[config.mk]
export PLATFORM = sky130hd
export DESIGN_NAME = x4_bus_sched
export DESIGN_NICKNAME = d
export VERILOG_FILES = /design/src/rtl/x4_bus_sched.sv
export SDC_FILE = /design/constraint.sdc
export NUM_CORES = 1
export LEC_CHECK = 0
export CAP_MARGIN = 30
export CORE_ASPECT_RATIO = 1.4
export CORE_MARGIN = 8
export CORE_UTILIZATION = 44
export CTS_CLUSTER_DIAMETER = 200
export DETAILED_ROUTE_END_ITERATION = 12
export HOLD_SLACK_MARGIN = 0.03
export PLACE_DENSITY = 0.89
export SLEW_MARGIN = 0
export SYNTH_ARGS = -nofsm -noshare
export SYNTH_HDL_FRONTEND = slang
export SYNTH_SLANG_ARGS = --single-unit
[constraint.sdc]
create_clock -name clock -period 1.73 [get_ports clock]
set_input_delay 0.2595 -clock clock [delete_from_list [all_inputs] [get_ports clock]]
set_output_delay 0.2595 -clock clock [all_outputs]
set_load 0.05 [all_outputs]
[src/rtl/x4_bus_sched.sv]
// x4_bus_sched: round-robin burst scheduler for the shared x4 24-bit datapath.
// A winner is picked in IDLE, held through a one-cycle SETUP, streams beats in
// XFER, and releases the bus in a one-cycle DONE that also advances the pointer.
// Handshake: a beat moves when din_valid=1 while in XFER (there is no
// back-pressure); each accepted beat appears on dout with dout_valid one cycle later.
module x4_bus_sched #(
    parameter int N_REQ = 4,
    parameter int DW    = 24,
    parameter int LW    = 5
) (
    input  logic                clock,
    input  logic                reset_n,
    input  logic [N_REQ-1:0]    req,
    input  logic [N_REQ*LW-1:0] req_len,
    input  logic [DW-1:0]       din,
    input  logic                din_valid,
    output logic [N_REQ-1:0]    gnt,
    output logic [1:0]          phase,
    output logic [LW-1:0]       beat,
    output logic [DW-1:0]       dout,
    output logic                dout_valid,
    output logic                done,
    output logic                abort
);

    localparam int IW = (N_REQ > 1) ? $clog2(N_REQ) : 1;

    typedef enum logic [1:0] {
        IDLE  = 2'd0,
        SETUP = 2'd1,
        XFER  = 2'd2,
        DONE  = 2'd3
    } phase_e;

    logic [1:0]       rst_sync_q;
    logic             rst_int_n;

    phase_e           state_q, state_d;
    logic [N_REQ-1:0] gnt_q, gnt_d;
    logic [IW-1:0]    win_q, win_d;
    logic [IW-1:0]    ptr_q, ptr_d;
    logic [LW-1:0]    len_q, len_d;
    logic [LW-1:0]    beat_q, beat_d;
    logic [DW-1:0]    dout_q, dout_d;
    logic             dvalid_q, dvalid_d;
    logic             abort_q, abort_d;

    logic             win_found;
    logic [IW-1:0]    win_idx;
    logic [IW:0]      cand;
    logic [LW-1:0]    win_len;
    logic             last_beat;

    // Reset asserts asynchronously but releases only after two clock edges.
    always_ff @(posedge clock or negedge reset_n) begin
        if (!reset_n) rst_sync_q <= 2'b00;
        else          rst_sync_q <= {rst_sync_q[0], 1'b1};
    end

    assign rst_int_n = rst_sync_q[1];

    // Round-robin search starting at ptr, wrapping at N_REQ.
    always_comb begin
        win_found = 1'b0;
        win_idx   = '0;
        cand      = '0;
        for (int k = 0; k < N_REQ; k++) begin
            cand = {1'b0, ptr_q} + (IW+1)'(k);
            if (cand >= (IW+1)'(N_REQ)) cand = cand - (IW+1)'(N_REQ);
            if (!win_found && req[cand[IW-1:0]]) begin
                win_found = 1'b1;
                win_idx   = cand[IW-1:0];
            end
        end
    end

    // Length field of the candidate winner, selected with constant slices.
    always_comb begin
        win_len = '0;
        for (int i = 0; i < N_REQ; i++) begin
            if (IW'(i) == win_idx) win_len = req_len[i*LW +: LW];
        end
    end

    assign last_beat = din_valid && (beat_q == len_q - LW'(1));

    // Next-state and datapath decisions; registers hold unless a phase says otherwise.
    always_comb begin
        state_d  = state_q;
        gnt_d    = gnt_q;
        win_d    = win_q;
        ptr_d    = ptr_q;
        len_d    = len_q;
        beat_d   = beat_q;
        dout_d   = dout_q;
        dvalid_d = 1'b0;
        abort_d  = 1'b0;
        case (state_q)
            IDLE: begin
                beat_d = '0;
                if (win_found) begin
                    gnt_d          = '0;
                    gnt_d[win_idx] = 1'b1;
                    win_d          = win_idx;
                    // A zero length still moves one beat.
                    len_d          = (win_len == '0) ? LW'(1) : win_len;
                    state_d        = SETUP;
                end
            end
            SETUP: begin
                state_d = XFER;
            end
            XFER: begin
                if (din_valid) begin
                    dout_d   = din;
                    dvalid_d = 1'b1;
                    beat_d   = beat_q + LW'(1);
                end
                // Completing the final beat wins over a simultaneous req drop.
                if (last_beat) begin
                    state_d = DONE;
                    gnt_d   = '0;
                end else if (!req[win_q]) begin
                    state_d = DONE;
                    gnt_d   = '0;
                    abort_d = 1'b1;
                end
            end
            DONE: begin
                state_d = IDLE;
                beat_d  = '0;
                ptr_d   = (win_q == IW'(N_REQ-1)) ? '0 : win_q + IW'(1);
            end
        endcase
    end

    // State and datapath registers, cleared immediately by reset.
    always_ff @(posedge clock or negedge rst_int_n) begin
        if (!rst_int_n) begin
            state_q  <= IDLE;
            gnt_q    <= '0;
            win_q    <= '0;
            ptr_q    <= '0;
            len_q    <= '0;
            beat_q   <= '0;
            dout_q   <= '0;
            dvalid_q <= 1'b0;
            abort_q  <= 1'b0;
        end else begin
            state_q  <= state_d;
            gnt_q    <= gnt_d;
            win_q    <= win_d;
            ptr_q    <= ptr_d;
            len_q    <= len_d;
            beat_q   <= beat_d;
            dout_q   <= dout_d;
            dvalid_q <= dvalid_d;
            abort_q  <= abort_d;
        end
    end

    assign gnt        = gnt_q;
    assign phase      = state_q;
    assign beat       = beat_q;
    assign dout       = dout_q;
    assign dout_valid = dvalid_q;
    assign done       = (state_q == DONE);
    assign abort      = abort_q;

endmodule

**Yosys cells after proc, flatten, opt, wreduce, memory -nomap -nowiden**

Index checks and enable logic that the tools add are counted.

- Register bits after elaboration: 48
- Output and inout port bits: 38
- Logic and storage cells: 106

- Add/sub/neg operators: 10
- Order comparisons: 11
- Eq/ne operators: 11
- Muxes and demuxes: 45
- Reduce and logical (&&, ||, !) cells: 19

Operators with widths:

| kind | number |
|---|---|
| 2-to-1 mux 5 bit | 6 |
| 2-to-1 mux 2 bit | 12 |
| less-than comparator 2 x 3 -> 1 bit, second input constant | 6 |
| 2-to-1 mux 1 bit | 15 |
| 2-to-1 mux 4 bit | 3 |
| binary-select mux 1 bit (select 2 bit) | 5 |
| one-hot mux 5 bit (2 select lines) | 1 |
| greater-or-equal comparator 3 bit, second input constant | 3 |
| one-hot mux 2 bit (4 select lines) | 1 |
| one-hot mux 4 bit (2 select lines) | 1 |
| AND reduction 2 bit | 4 |
| subtractor 2 x 1 -> 2 bit, second input constant | 4 |
| adder 2 x 2 -> 3 bit, second input constant | 2 |
| == test 2 bit, second input constant | 3 |
| adder 5 x 1 -> 5 bit, second input constant | 1 |
| == test 5 bit | 1 |
| logical AND 1 bit | 5 |
| logical NOT 5 bit | 1 |
| subtractor 5 x 1 -> 5 bit, second input constant | 1 |
| == test 2 bit, first input constant | 2 |
| logical NOT 2 bit | 2 |
| inequality test 2 bit, second input constant | 2 |
| nonzero test 2 bit | 2 |
| adder 2 x 1 -> 3 bit, second input constant | 1 |
| other kinds (10) | 12 |

**Logic depth before layout (Yosys ltp)**

- Depth after elaboration: 21
- Gate-level depth with buffers: 8
- Depth with buffers taken out: 8

**Least setup slack after synthesis**

OpenSTA, ideal clock, no wires.

- Path kind: register to register
- From: reg state_q[0] (netlist: phase[0])
- To: reg dout_q[0] (netlist: dout[0])
- Arrival: 2,083 ps
- Data required time: 1,605 ps
- Setup slack: -478 ps
- Stages on the path, launching flop included: 7
- Period minus slack after synthesis: 2,208 ps
- Cells stage by stage: dfrtp_1 > inv_1 > ha_1 > clkbuf_1 > nand2_1 > clkbuf_1 > mux2_2

- Longest elaborated chain between the ends: 2

Ends and longest elaborated chain:

| what | line | RTL |
|---|---|---|
| start, declared | 38 | `phase_e state_q, state_d;` |
| start signal, assigned | 150 | `state_q <= state_d;` |
| == test 2 bit | 98 | `case (state_q)` |
| AND reduction 2 bit (no source line) | -- |  |
| end signal, assigned | 156 | `dout_q <= dout_d;` |
| end, declared | 44 | `logic [DW-1:0] dout_q, dout_d;` |

No other way between the ends.
A chain may end at the register's enable or synchronous reset.

**Worst setup path after layout**

- From: reg len_q[0]
- To: reg state_q[1] (netlist: phase[1])

- Longest elaborated chain between the ends: 5
- Elaborated cells on any way between the ends: 7
- Those cells by class: add/sub (1); eq/ne (2); mux (2); reduce/logical (2)

Ends and longest elaborated chain:

| what | line | RTL |
|---|---|---|
| start, declared | 42 | `logic [LW-1:0] len_q, len_d;` |
| start signal, assigned | 154 | `len_q <= len_d;` |
| subtractor 5 x 1 -> 5 bit (*) | 85 | `assign last_beat = din_valid && (beat_q == len_q - LW'(1));` |
| == test 5 bit (*) | 85 |  |
| logical AND 1 bit (*) | 85 |  |
| 2-to-1 mux 2 bit / inequality test 3 bit (equally long branches) | -- |  |
| one-hot mux 2 bit (4 select lines) / AND reduction 2 bit (equally long branches) | -- |  |

Every way passes the cells marked *; elsewhere a longest branch is shown, timed or not.

==> metrics.md <==
| Metric | Value |
|---|---|
| Status | `finished, violations left` |
| Violated checks | `negative setup slack` |
| Initial antenna violation count | `0` |
| Setup Skew | `0.00755 ns` |
| NumNets Final | `375` |
| Slowest CP cell | `dfrtp_1` |
| Arr. time, crit path | `2.19 ns` |
| #FFs+latches synth | `48` |
| Post-Synth XOR/XNOR Area | `1.48%` |
| Layout Cells excl Fill | `385` |
| Critical Path End Type | `register` |
| Max-slew violations | `0` |
| FMAX | `0.500 GHz` |
| Initial Utilization | `45.5%` |
| CP max FO | `3` |
| Mapped Area | `2360 sq um` |
| PortBufs | `88` |
| Mux cell area share after synthesis | `21.6%` |
| Final setup violation count | `11` |
| CP required | `1.92 ns` |
| Die area | `8010 sq um` |
| Setup CP Type | `reg -> reg` |
| Core Region | `5200 sq um` |
| Peak supply drop | `1.30 mV` |
| Pwr/cell area | `1980 nW/um^2` |
| Layout area overhead | `57.1%` |
| DP Worst Slack | `-0.741 ns` |
| Vias in the first global route | `2,173` |
| Sequential area share after synthesis | `50.8%` |
| RePlAce Congestion | `0.833` |
| DRT iter0 DRCs | `49` |
| Hold Violations, Final | `0` |
| Pin count of the biggest net entering global routing | `28` |
| Layout cells sized above 1 | `44.5%` |
| Wirelength, routed | `6120 microns` |
| Slowest stage delay, CP | `0.41 ns` |
| GRT Total Usage | `15.1%` |
| Detailed Place HPWL | `4880 microns` |
| Overall power | `7.36 mW` |
| EDFF count, synth | `0` |
| Maxcap violations | `0` |
| Grt total ovfl | `0` |
| Residual DRC | `0` |
| Synthesized netlist cell count | `200` |
| # IOs | `89` |
| First-pass GRT wire length | `9890 microns` |
| Chip height | `103 microns` |
| Largest family of logic cells by synthesized area | `multiplexers` |
| Period utilisation layout | `116%` |
| Post-synthesis cell type count | `39` |
| YS warnings | `0` |
| Minimum clock period | `2.00 ns` |
| Comb power frac | `63.7%` |
| Top Family by Delay on Critical Path | `compound AO/OA/AOI/OAI gates` |
| Synth Flop Type | `dfrtp_1` |
| Clk pwr share | `9.9%` |
| Syn Area/Cell | `11.8 sq um` |
| CTS Buffer Depth | `2` |
| Rows | `31` |
| Most used cell, CP | `a21oi_2` |
| Worst skew pair latency | `0.30 ns` |
| RSZ-0062 raised after global routing | `true` |
| Worst Slack Setup Final | `-0.270 ns` |
| Inserted Clock Buffers | `5` |
| Switching part of the total | `46.1%` |
| Adder-Cell Fraction of Synth Area | `3.17%` |
| Hold buffers post-CTS | `0` |
| Sw Pwr | `3.39 mW` |
| Worst-path clk slew | `0.09 ns` |
| DR WL/cell | `15.9 microns` |
| Clock sink total | `48` |
| Leakage | `1.71 nW` |
| Sequential Power Share | `26.4%` |
| Placed insts | `372` |
| CP cell instances | `inv_2 > ha_4 > xnor2_2 > a21oi_2 > o2111ai_2 > a211o_1 > a21oi_2 > mux2_4` |
| Mapped Nets | `257` |
| Die X | `78.0 microns` |
| Ys async rst share | `100%` |
| WP buf/inv | `1` |
| Detailed-route via count | `1,977` |
| Type of origin of the critical path | `register` |
| Compound-Gate Fraction of Synth Area | `11.0%` |
| Cell-internal power | `3.97 mW` |
| Ant. Diodes | `0` |
| Post-synthesis simple-gate area fraction | `7.83%` |
| Root buffer cell | `clkbuf_8` |
| DRT antenna net count | `0` |
| CTS tree | `done` |
| Hold crit path type | `in -> async` |
| Max H-tree Level | `2` |
| Drt pass-1 iters | `4` |
| Setup TNS | `-1.34 ns` |
| Post-DR vias/cell | `5.14` |
==> metrics by stage <==
stage	hold slack, ns	cell area (sq um)	util, %
finish	0.114	3710	71.5
global route	0.103	3710	71.5
CTS	0.0985	3640	70.1
detailed placement	0.243	3450	66.4
global placement	0.235	3450	66.4
floorplan	-0.0361	2420	-
==> cell usage in the layout (no fill, tap or decap), types with 4 or more instances in the layout <==
cell and n:
buf_4 62, dfrtp_1 40, clkbuf_8 6, buf_12 4, clkdlybuf4s50_1 49, mux2_4 5
ha_1 5, mux2_2 26, nand3_1 4, inv_1 11, nand2_1 13, o21ai_0 4
dfrtp_2 8, o21ai_2 4, mux2i_1 14, nor2_1 7
==> routing by layer <==
metal,up-vias,global-route usage [%],share of wire (%)
li1,940,-,-
met5,-,0,0
met3,4,7.07,9.7
met4,0,4.01,0.69
met1,962,15.0,38
met2,71,27.7,52
==> power groups by stage <==
stage / clock (mW) / sequential [mW] / combinational (mW)
2_1_floorplan: 0 / 3.26 / 1.60
6_report: 0.729 / 1.94 / 4.69
3_5_place_dp: 0 / 1.95 / 4.37
5_1_grt: 0.781 / 2.01 / 4.97
4_1_cts: 0.757 / 1.94 / 4.56
3_3_place_gp: 0 / 1.92 / 4.26
==> final timing paths <==
kind | slack (ns) | depth (start not counted) | from | end
setup / recovery | -0.27 | 8 | len_q[0] | phase[1]
max in group asynchronous | 0.98 | 1 | rst_sync_q[1] | ptr_q[1]
hold / removal | 0.11 | 1 | reset_n | rst_sync_q[1]
setup reg to reg | -0.27 | 8 | len_q[0] | phase[1]
hold reg to reg | 0.23 | 0 | rst_sync_q[1] | phase[1]
min in group clock | 0.36 | 0 | rst_sync_q[0] | rst_sync_q[1]
==> flip-flops by register name, summed over array words and instances, names as in the netlist <==
signal and flops:
dout 24, beat 5, len_q 5, gnt 4, phase 2, ptr_q 2, rst_sync_q 2, win_q 2
abort 1, dout_valid 1
==> synthesized netlist by cell type (2+ instances only) <==
library cell / n / area (sq um)
a211oi_2: 2 / 25.0
a21oi_1: 5 / 25.0
a22o_1: 3 / 26.3
a31oi_1: 2 / 12.5
buf_6: 2 / 22.5
clkbuf_1: 6 / 22.5
dfrtp_1: 48 / 1200
ha_1: 6 / 75.1
inv_1: 13 / 48.8
mux2_2: 31 / 349
mux2i_1: 14 / 140
nand2_1: 14 / 52.6
nand2b_1: 2 / 12.5
nand3_1: 4 / 20.0
nor2_1: 8 / 30.0
nor2b_1: 2 / 12.5
nor3_1: 4 / 20.0
o211ai_1: 2 / 15.0
o21ai_0: 8 / 40.0
o22ai_1: 3 / 18.8
xnor2_1: 3 / 26.3
==> cell type report <==
| class | count | area, sq um |
|---|---|---|
| clock inverter | 2 | 17.5 |
| multi-input combinational | 131 | 1190 |
| timing repair buffer | 119 | 1080 |
| inverter | 13 | 48.8 |
| fill | 420 | 1480 |
| clock buffer | 6 | 82.6 |
| sequential | 48 | 1210 |
| tap | 66 | 82.6 |
==> logic make-up after synthesis <==
| logic type | Yosys count |
|---|---|
| and+or+nand+nor | 39 |
| xor gates and xnor gates | 4 |
| adders and majority gates | 6 |
| muxes | 46 |
| DFF | 48 |
| AOI/OAI and AO/OA | 35 |
| buffers and inverters | 21 |
| other | 1 |
==> what timing repair did <==
action / 4_1_cts / 5_1_grt
buffers inserted: 4 / 1
resized for setup: 13 / 15
setup endpoints to repair: 11 / 11
pin swaps: 4 / 8
No activity file was read; power rests on OpenSTA's default activity.
